`config.mk`:
```
export PLATFORM = sky130hd
export DESIGN_NAME = seq_multiplier_param_flat
export DESIGN_NICKNAME = d
export VERILOG_FILES = /design/src/rtl/seq_multiplier_param_if.sv /design/src/rtl/seq_multiplier_param.sv /design/src/flat_wrapper.sv
export SDC_FILE = /design/constraint.sdc
export NUM_CORES = 1
export LEC_CHECK = 0
export CORE_MARGIN = 1
export CORE_UTILIZATION = 50
export DETAILED_ROUTE_END_ITERATION = 12
export GPL_ROUTABILITY_DRIVEN = 0
export PLACE_DENSITY = 0.76
export SYNTH_ARGS = -nofsm -noshare
export SYNTH_HDL_FRONTEND = slang
export SYNTH_SLANG_ARGS = --single-unit
```
`constraint.sdc`:
```
create_clock -name clk_i -period 2.5 [get_ports clk_i]
set_input_delay 0.25 -clock clk_i [delete_from_list [all_inputs] [get_ports clk_i]]
set_output_delay 0.25 -clock clk_i [all_outputs]
set_load 0.05 [all_outputs]
```
`src/rtl/seq_multiplier_param_if.sv`:
```
// rtl/seq_multiplier_param_if.sv - start/ack control and result bus for the sequential multiplier
interface seq_multiplier_param_if #(
  parameter int WIDTH = 8
);
  logic                   st;
  logic                   signed_mode;
  logic [WIDTH-1:0]       mplier;
  logic [WIDTH-1:0]       mcand;
  logic                   ack;
  logic                   busy;
  logic                   done;
  logic [2*WIDTH-1:0]     result;

  modport master (
    output st, signed_mode, mplier, mcand, ack,
    input  busy, done, result
  );

  modport slave (
    input  st, signed_mode, mplier, mcand, ack,
    output busy, done, result
  );
endinterface

```
`src/rtl/seq_multiplier_param.sv`:
```
// rtl/seq_multiplier_param.sv - parametrised shift-and-add multiplier with sign fix and done/ack handshake
// Signed operands are multiplied as magnitudes; the sign is applied once in a dedicated cycle.
module seq_multiplier_param #(
  parameter int WIDTH     = 8,
  parameter int SIGNED_EN = 1
) (
  input  logic                  clk_i,
  input  logic                  rst_n_i,
  seq_multiplier_param_if.slave mul_if
);
  localparam int CW = $clog2(WIDTH + 1);

  typedef enum logic [1:0] {
    S_IDLE = 2'd0,
    S_CALC = 2'd1,
    S_SIGN = 2'd2,
    S_DONE = 2'd3
  } state_t;

  state_t               state_q, state_d;
  logic [2*WIDTH:0]     acc_q, acc_d;
  logic [WIDTH-1:0]     mcand_q, mcand_d;
  logic [CW-1:0]        cnt_q, cnt_d;
  logic                 neg_q, neg_d;
  logic [2*WIDTH-1:0]   result_q, result_d;

  logic                 smode;
  logic [WIDTH-1:0]     mplier_mag;
  logic [WIDTH-1:0]     mcand_mag;
  logic [WIDTH:0]       sum_w;

  always_ff @(posedge clk_i or negedge rst_n_i) begin
    if (!rst_n_i) begin
      state_q  <= S_IDLE;
      acc_q    <= '0;
      mcand_q  <= '0;
      cnt_q    <= '0;
      neg_q    <= 1'b0;
      result_q <= '0;
    end else begin
      state_q  <= state_d;
      acc_q    <= acc_d;
      mcand_q  <= mcand_d;
      cnt_q    <= cnt_d;
      neg_q    <= neg_d;
      result_q <= result_d;
    end
  end

  always_comb begin
    state_d    = state_q;
    acc_d      = acc_q;
    mcand_d    = mcand_q;
    cnt_d      = cnt_q;
    neg_d      = neg_q;
    result_d   = result_q;
    smode      = mul_if.signed_mode & (SIGNED_EN != 0);
    mplier_mag = (smode && mul_if.mplier[WIDTH-1]) ? -mul_if.mplier : mul_if.mplier;
    mcand_mag  = (smode && mul_if.mcand[WIDTH-1])  ? -mul_if.mcand  : mul_if.mcand;
    // The high half never exceeds WIDTH bits after a shift, so a WIDTH+1 bit sum cannot overflow.
    sum_w      = acc_q[2*WIDTH:WIDTH] + (acc_q[0] ? {1'b0, mcand_q} : {(WIDTH+1){1'b0}});

    unique case (state_q)
      S_IDLE: begin
        if (mul_if.st) begin
          mcand_d = mcand_mag;
          neg_d   = smode & (mul_if.mplier[WIDTH-1] ^ mul_if.mcand[WIDTH-1]);
          acc_d   = {1'b0, {WIDTH{1'b0}}, mplier_mag};
          cnt_d   = '0;
          state_d = S_CALC;
        end
      end
      S_CALC: begin
        acc_d = {1'b0, sum_w, acc_q[WIDTH-1:1]};
        cnt_d = cnt_q + 1'b1;
        if (cnt_q == CW'(WIDTH - 1)) begin
          state_d = S_SIGN;
        end
      end
      S_SIGN: begin
        result_d = neg_q ? -acc_q[2*WIDTH-1:0] : acc_q[2*WIDTH-1:0];
        state_d  = S_DONE;
      end
      S_DONE: begin
        if (mul_if.ack) begin
          state_d = S_IDLE;
        end
      end
      default: state_d = S_IDLE;
    endcase
  end

  assign mul_if.busy   = (state_q == S_CALC) || (state_q == S_SIGN);
  assign mul_if.done   = (state_q == S_DONE);
  assign mul_if.result = result_q;
endmodule

```
`src/flat_wrapper.sv`:
```
// flat-port wrapper written by rule: the top's interface ports become plain ports
module seq_multiplier_param_flat 
#(
  parameter int WIDTH     = 8,
  parameter int SIGNED_EN = 1
)
  (clk_i, rst_n_i, mul_if_st, mul_if_signed_mode, mul_if_mplier, mul_if_mcand, mul_if_ack, mul_if_busy, mul_if_done, mul_if_result);
  seq_multiplier_param_if #(.WIDTH(WIDTH)) mul_if_i ();
  input  logic clk_i;
  input  logic rst_n_i;
  input wire logic [$bits(mul_if_i.st)-1:0] mul_if_st;
  input wire logic [$bits(mul_if_i.signed_mode)-1:0] mul_if_signed_mode;
  input wire logic [$bits(mul_if_i.mplier)-1:0] mul_if_mplier;
  input wire logic [$bits(mul_if_i.mcand)-1:0] mul_if_mcand;
  input wire logic [$bits(mul_if_i.ack)-1:0] mul_if_ack;
  output wire logic [$bits(mul_if_i.busy)-1:0] mul_if_busy;
  output wire logic [$bits(mul_if_i.done)-1:0] mul_if_done;
  output wire logic [$bits(mul_if_i.result)-1:0] mul_if_result;
  assign mul_if_i.st = mul_if_st;
  assign mul_if_i.signed_mode = mul_if_signed_mode;
  assign mul_if_i.mplier = mul_if_mplier;
  assign mul_if_i.mcand = mul_if_mcand;
  assign mul_if_i.ack = mul_if_ack;
  assign mul_if_busy = mul_if_i.busy;
  assign mul_if_done = mul_if_i.done;
  assign mul_if_result = mul_if_i.result;
  seq_multiplier_param #(.WIDTH(WIDTH), .SIGNED_EN(SIGNED_EN)) u_core (.clk_i(clk_i), .rst_n_i(rst_n_i), .mul_if(mul_if_i));
endmodule
```
==> summary.txt, run 1 <==
RSZ-0062 raised after global routing -> no
placed inst area -> 3490 um2
Post-synth ARST share -> 1.00
cells after synthesis -> 330
WL per Instance -> 14.8 um
sequential share of the synthesized area -> 0.391
Worst Setup End Kind -> flop
largest cells by area after synthesis -> dfrtp_1, ha_1, o21ai_0
clock skew -> 0.00737 ns
GR Overflow Total -> 0
largest area contributor in the netlist -> dfrtp_1
CTS tree -> yes
Post-synth EDFFs -> 0
# H-tree levels -> 2
first-pass GRT wire length -> 11200 um
final core occ -> 0.638
Via density -> 5.81
DRT iter0 DRCs -> 121
Die Footprint -> 6330 um2
Rows -> 27
WP data arrival -> 2.62 ns
R2R Path Start -> u_core.acc_q[0]
post-route ant nets -> 0
initial core utilization -> 0.533
largest net degree at the start of global routing -> 28
Setup Slack @ Placement -> 0.140 ns
clock sinks -> 47
syn_area_per_cell -> 9.11 um2
Syn Nets -> 368
Die H -> 79.5 um
final setup TNS -> 0 ns
I/O Pins -> 39
reg2reg setup slack -> 0.12 ns
most common cell after layout, fill and taps aside -> dfrtp_1
status -> finished, final reports clean
net count reported at finish -> 410
clock buffer depth -> 2
dominant synthesized flop cell -> dfrtp_1
most frequent cells in the layout -> dfrtp_1, clkdlybuf4s50_1, nor2_1, nand2_1, o21ai_0
Max Cap Violations -> 0
post-layout instance area -> 3600 um2
final critical-path share of the clock period -> 0.951
worst-margin pin slew -> 0.493 ns
CTS Buf Count -> 5
via count -> 2586
slowest cell on the critical path -> or4b_2
dpl hpwl -> 5050 um
Antenna Cells -> 0
area delta synth->final -> 19.7%
VDD IR max -> 0.000723 V
post-synth top area share -> 0.391
GRT Util Overall -> 0.227
Die Wd -> 79.5 um
CP max stage delay -> 0.62 ns
crit-path max FO -> 9
IO buf count -> 38
post-synth cell types -> 55
Hold Crit Class -> primary input to async pin
FMAX -> 421 MHz
layout cells sized above 1 -> 0.0804
Buf/Inv on CP -> 0
CTS root buf -> clkbuf_8
R2R Path End -> u_core.acc_q[13]
fin worst setup slack -> 0.123 ns
startpoint types -> flop
Lkg Pwr -> 1.55 nW
Critical Path RT -> 2.75 ns
FF-to-FF path depth -> 7
Hold Vio Cnt, Final -> 0
Final Max Slew Viols -> 0
vias in the first global route -> 2461
Pwr Density -> 1290 nW/um2
Setup CP Type -> flop to flop
Post-Syn Area -> 3010 um2
DRT Wirelength -> 6590 um
relative slew slack -> 0.670
clock-pin slew on the worst setup and hold paths -> 0.10 ns
# setup viols final -> 0
crit-path cells -> and2_1 > ha_1 > fa_1 > a211oi_1 > o21bai_1 > or4b_2 > nand3_1
worst skew pair latency -> 0.31 ns
antenna violations before repair -> 0
drt first pass iters -> 4
Remaining DRCs -> 0
Synth Warn # -> 0
synthesized flop and latch total -> 47
total core area -> 5640 um2
delay-heaviest family, CP -> simple AND/OR/NAND/NOR gates
min Tclk post-route -> 2.38 ns
power breakdown:
group          switching (W)  internal (W)
Clock               0.000280      0.000200
Combinational        0.00166       0.00106
Sequential          0.000346       0.00110
how the worst max path moves through the flow:
stage,start,to,slack (ns),depth (start not counted)
floorplan,u_core.acc_q[0],u_core.acc_q[13],0.11,8
global placement,u_core.acc_q[0],u_core.acc_q[13],0.17,7
detailed placement,u_core.acc_q[0],u_core.acc_q[13],0.14,7
CTS,u_core.acc_q[0],u_core.acc_q[13],0.11,7
global route,u_core.acc_q[0],u_core.acc_q[13],0.02,7
finish,u_core.acc_q[0],u_core.acc_q[13],0.12,7
registers in the layout, indices dropped and copies added, names as in the netlist:
signal                count
u_core.mcand_q            8
u_core.state_q            2
u_core.neg_q              1
u_core.mul_if.result     16
u_core.cnt_q              4
u_core.acc_q             16
logic make-up after synthesis:
group | count (synthesis) | share of synthesized area
AO/OA/AOI/OAI | 90 | 0.194
XOR/XNOR | 25 | 0.0729
adder cells (fa/ha/maj) | 17 | 0.0733
buffers and inverters | 29 | 0.0371
flip-flops | 47 | 0.391
multiplexers | 8 | 0.0271
AND/OR/NAND/NOR | 114 | 0.204
synthesized netlist by cell type, types with 3 or more instances:
| cell type | number |
|---|---|
| nand4b_1 | 3 |
| clkbuf_1 | 12 |
| nor3_1 | 6 |
| and2_1 | 8 |
| xor2_1 | 12 |
| nor2_1 | 30 |
| a21oi_1 | 20 |
| dfrtp_1 | 47 |
| a211oi_1 | 6 |
| xnor2_1 | 13 |
| or3_1 | 4 |
| o41ai_1 | 3 |
| ha_1 | 16 |
| mux2i_1 | 7 |
| inv_1 | 12 |
| o311ai_0 | 4 |
| nor3b_1 | 4 |
| o21ai_0 | 26 |
| a31oi_1 | 8 |
| nand3_1 | 9 |
| a221oi_1 | 3 |
| nand3b_1 | 3 |
| or4_1 | 3 |
| nor2b_1 | 4 |
| nand2_1 | 26 |
per-layer routing:
metal	vias up	routed length, um	global-route usage
met5	-	0	0
met4	0	104	0.0873
met3	12	245	0.0354
met2	66	3140	0.385
met1	1219	3100	0.289
li1	1289	-	-
layout make-up:
| type | instances | area (um2) |
|---|---|---|
| flip-flops and latches | 47 | 1180 |
| well taps | 72 | 90.1 |
| clock inverters | 3 | 23.8 |
| repair buffers | 50 | 468 |
| multi-input cells | 254 | 1720 |
| inverters | 14 | 52.6 |
| fillers | 461 | 2040 |
| clock buffers | 5 | 68.8 |
through the flow:
stage	hold slack, ns	cells	power [W]
after detailed placement	0.228	436	0.00416
after global routing	0.464	445	0.00501
final	0.408	445	0.00465
after floorplan	-0.0456	330	0.00333
after global placement	0.229	436	0.00409
after CTS	0.417	445	0.00465
repair_timing:
item,in CTS,in global routing
endpoints found under the setup margin,0,1
endpoints found under the hold margin,20,0
hold buffers,1,0
resized for setup,0,1
buffers inserted,0,0
worst reg2reg max path, delay by kind of cell, from the launching register on:
kind	cells	cell delay [ns]
adders and majority gates	2	0.64
and+or+nand+nor	3	0.87
DFF	1	0.45
AOI/OAI and AO/OA	2	0.36
No activity file was read; power rests on OpenSTA's default activity.
==> run 2: changes to the inputs <==
==> constraint.sdc (replaced) <==
create_clock -name clk_i -period 2.15 [get_ports clk_i]
set_input_delay 0.215 -clock clk_i [delete_from_list [all_inputs] [get_ports clk_i]]
set_output_delay 0.215 -clock clk_i [all_outputs]
set_load 0.05 [all_outputs]
==> run 2 against run 1 <==
The run now ends with hold timing left. Core utilization is 2.8 points higher. Hold slack worse by 0.44 ns. Sequential share of layout area is 1.4 points lower. Die area stayed put. Clock power is 41% higher. Count of clock-buffer cells in the layout stayed put. Global-route usage is 2.3 points higher. Fmax is 16% higher.
==> summary.txt, run 2 (synthesized netlist as in run 1, its figures left out) <==
CTS Hold Bufs -> 0
WP data arrival -> 2.30 ns
most common cell after layout, fill and taps aside -> dfrtp_1
layout cells sized above 1 -> 0.133
failing checks -> hold timing
DRT Wirelength -> 7020 um
GR Overflow Total -> 0
Critical Path RT -> 2.40 ns
most frequent cells in the layout -> dfrtp_1, clkdlybuf4s50_1, nor2_1, nand2_1, o21ai_0
first-pass GRT wire length -> 12100 um
Pwr Density -> 1520 nW/um2
worst-margin pin slew -> 0.672 ns
RSZ-0062 raised after global routing -> no
Rows -> 27
Post-CTS Setup Repair Bufs -> 0
Die Wd -> 79.5 um
total core area -> 5640 um2
CTS resizes -> 0
startpoint types -> flop
VDD IR max -> 0.000871 V
Remaining DRCs -> 0
GRT Util Overall -> 0.250
CTS root buf -> clkbuf_8
WL per Instance -> 15.4 um
post-route ant nets -> 0
status -> finished with violations
# H-tree levels -> 2
IO buf count -> 38
# setup viols final -> 0
Hold Vio Cnt, Final -> 22
largest net degree at the start of global routing -> 48
post-layout instance area -> 3760 um2
clock sinks -> 47
slowest cell on the critical path -> or4b_4
Setup CP Type -> flop to flop
clock skew -> 0.0111 ns
Final Max Slew Viols -> 0
Max Cap Violations -> 0
initial core utilization -> 0.533
final critical-path share of the clock period -> 0.955
delay-heaviest family, CP -> simple AND/OR/NAND/NOR gates
crit-path max FO -> 6
antenna violations before repair -> 0
FMAX -> 487 MHz
CTS tree -> yes
Lkg Pwr -> 1.64 nW
worst skew pair latency -> 0.31 ns
via count -> 2639
placed inst area -> 3600 um2
relative slew slack -> 0.550
area delta synth->final -> 25.0%
min Tclk post-route -> 2.05 ns
vias in the first global route -> 2544
CTS Buf Count -> 5
CP max stage delay -> 0.49 ns
Die Footprint -> 6330 um2
Buf/Inv on CP -> 0
Antenna Cells -> 0
DRT iter0 DRCs -> 110
net count reported at finish -> 421
hold slack -> -0.0302 ns
I/O Pins -> 39
crit-path cells -> and2_4 > ha_4 > fa_2 > a211oi_2 > o21bai_1 > or4b_4 > nand3_2
Worst Setup End Kind -> flop
clock buffer depth -> 2
Die H -> 79.5 um
drt first pass iters -> 4
clock-pin slew on the worst setup and hold paths -> 0.10 ns
dpl hpwl -> 5270 um
Hold Crit Class -> primary input to async pin
Via density -> 5.79
run 2: stage by stage:
stage	util	worst slack, ns	power [W]	std cells	TNS [ns]
5_1_grt	0.666	0.00898	0.00615	456	0
6_report	0.666	0.0958	0.00571	456	0
4_1_cts	0.658	0.0104	0.00566	456	0
3_3_place_gp	0.638	0.0558	0.00487	448	0
3_5_place_dp	0.638	0.0280	0.00497	448	0
2_1_floorplan	-	-0.0285	0.00389	330	-0.0285
run 2: worst paths after layout:
| check | cells past startpoint | start | to | slack, ns |
|---|---|---|---|---|
| setup / recovery | 7 | u_core.acc_q[0] | u_core.acc_q[13] | 0.1 |
| hold / removal | 2 | rst_n_i | u_core.mul_if.result[3] | -0.03 |
| setup reg to reg | 7 | u_core.acc_q[0] | u_core.acc_q[13] | 0.1 |
| hold reg to reg | 2 | u_core.mcand_q[1] | u_core.mcand_q[1] | 0.48 |
| max in group asynchronous | 2 | rst_n_i | u_core.acc_q[12] | 1.75 |
| min in group clk_i | 2 | u_core.mcand_q[1] | u_core.mcand_q[1] | 0.48 |
run 2: final cells by class:
type                            instances  area [um2]
Fill cell                             486        1890
Multi-Input combinational cell        254        1770
Sequential cell                        47        1180
Timing Repair Buffer                   61         551
Tap cell                               72        90.1
Clock buffer                            5        68.8
Inverter                               14        52.6
Clock inverter                          3        46.3
run 2: where the power goes:
group	internal [W]	switching, W
clock network	0.000351	0.000325
registers	0.00128	0.000397
logic	0.00136	0.00200
total	0.00299	0.00273
run 2: metal layers:
| metal | routed length, um | global-route usage |
|---|---|---|
| met4 | 153 | 0.100 |
| met3 | 280 | 0.0446 |
| met2 | 3420 | 0.421 |
| met5 | 0 | 0 |
| met1 | 3170 | 0.315 |
==> run 3: changes to the inputs <==
--- a/config.mk
+++ b/config.mk
@@ -7,6 +7,7 @@
 export LEC_CHECK = 0
 export CORE_MARGIN = 1
 export CORE_UTILIZATION = 50
+export CTS_CLUSTER_SIZE = 14
 export DETAILED_ROUTE_END_ITERATION = 12
 export GPL_ROUTABILITY_DRIVEN = 0
 export PLACE_DENSITY = 0.76
==> results of run 3 <==
Same layout as run 2: the final DEF is identical, and so are final timing and power.
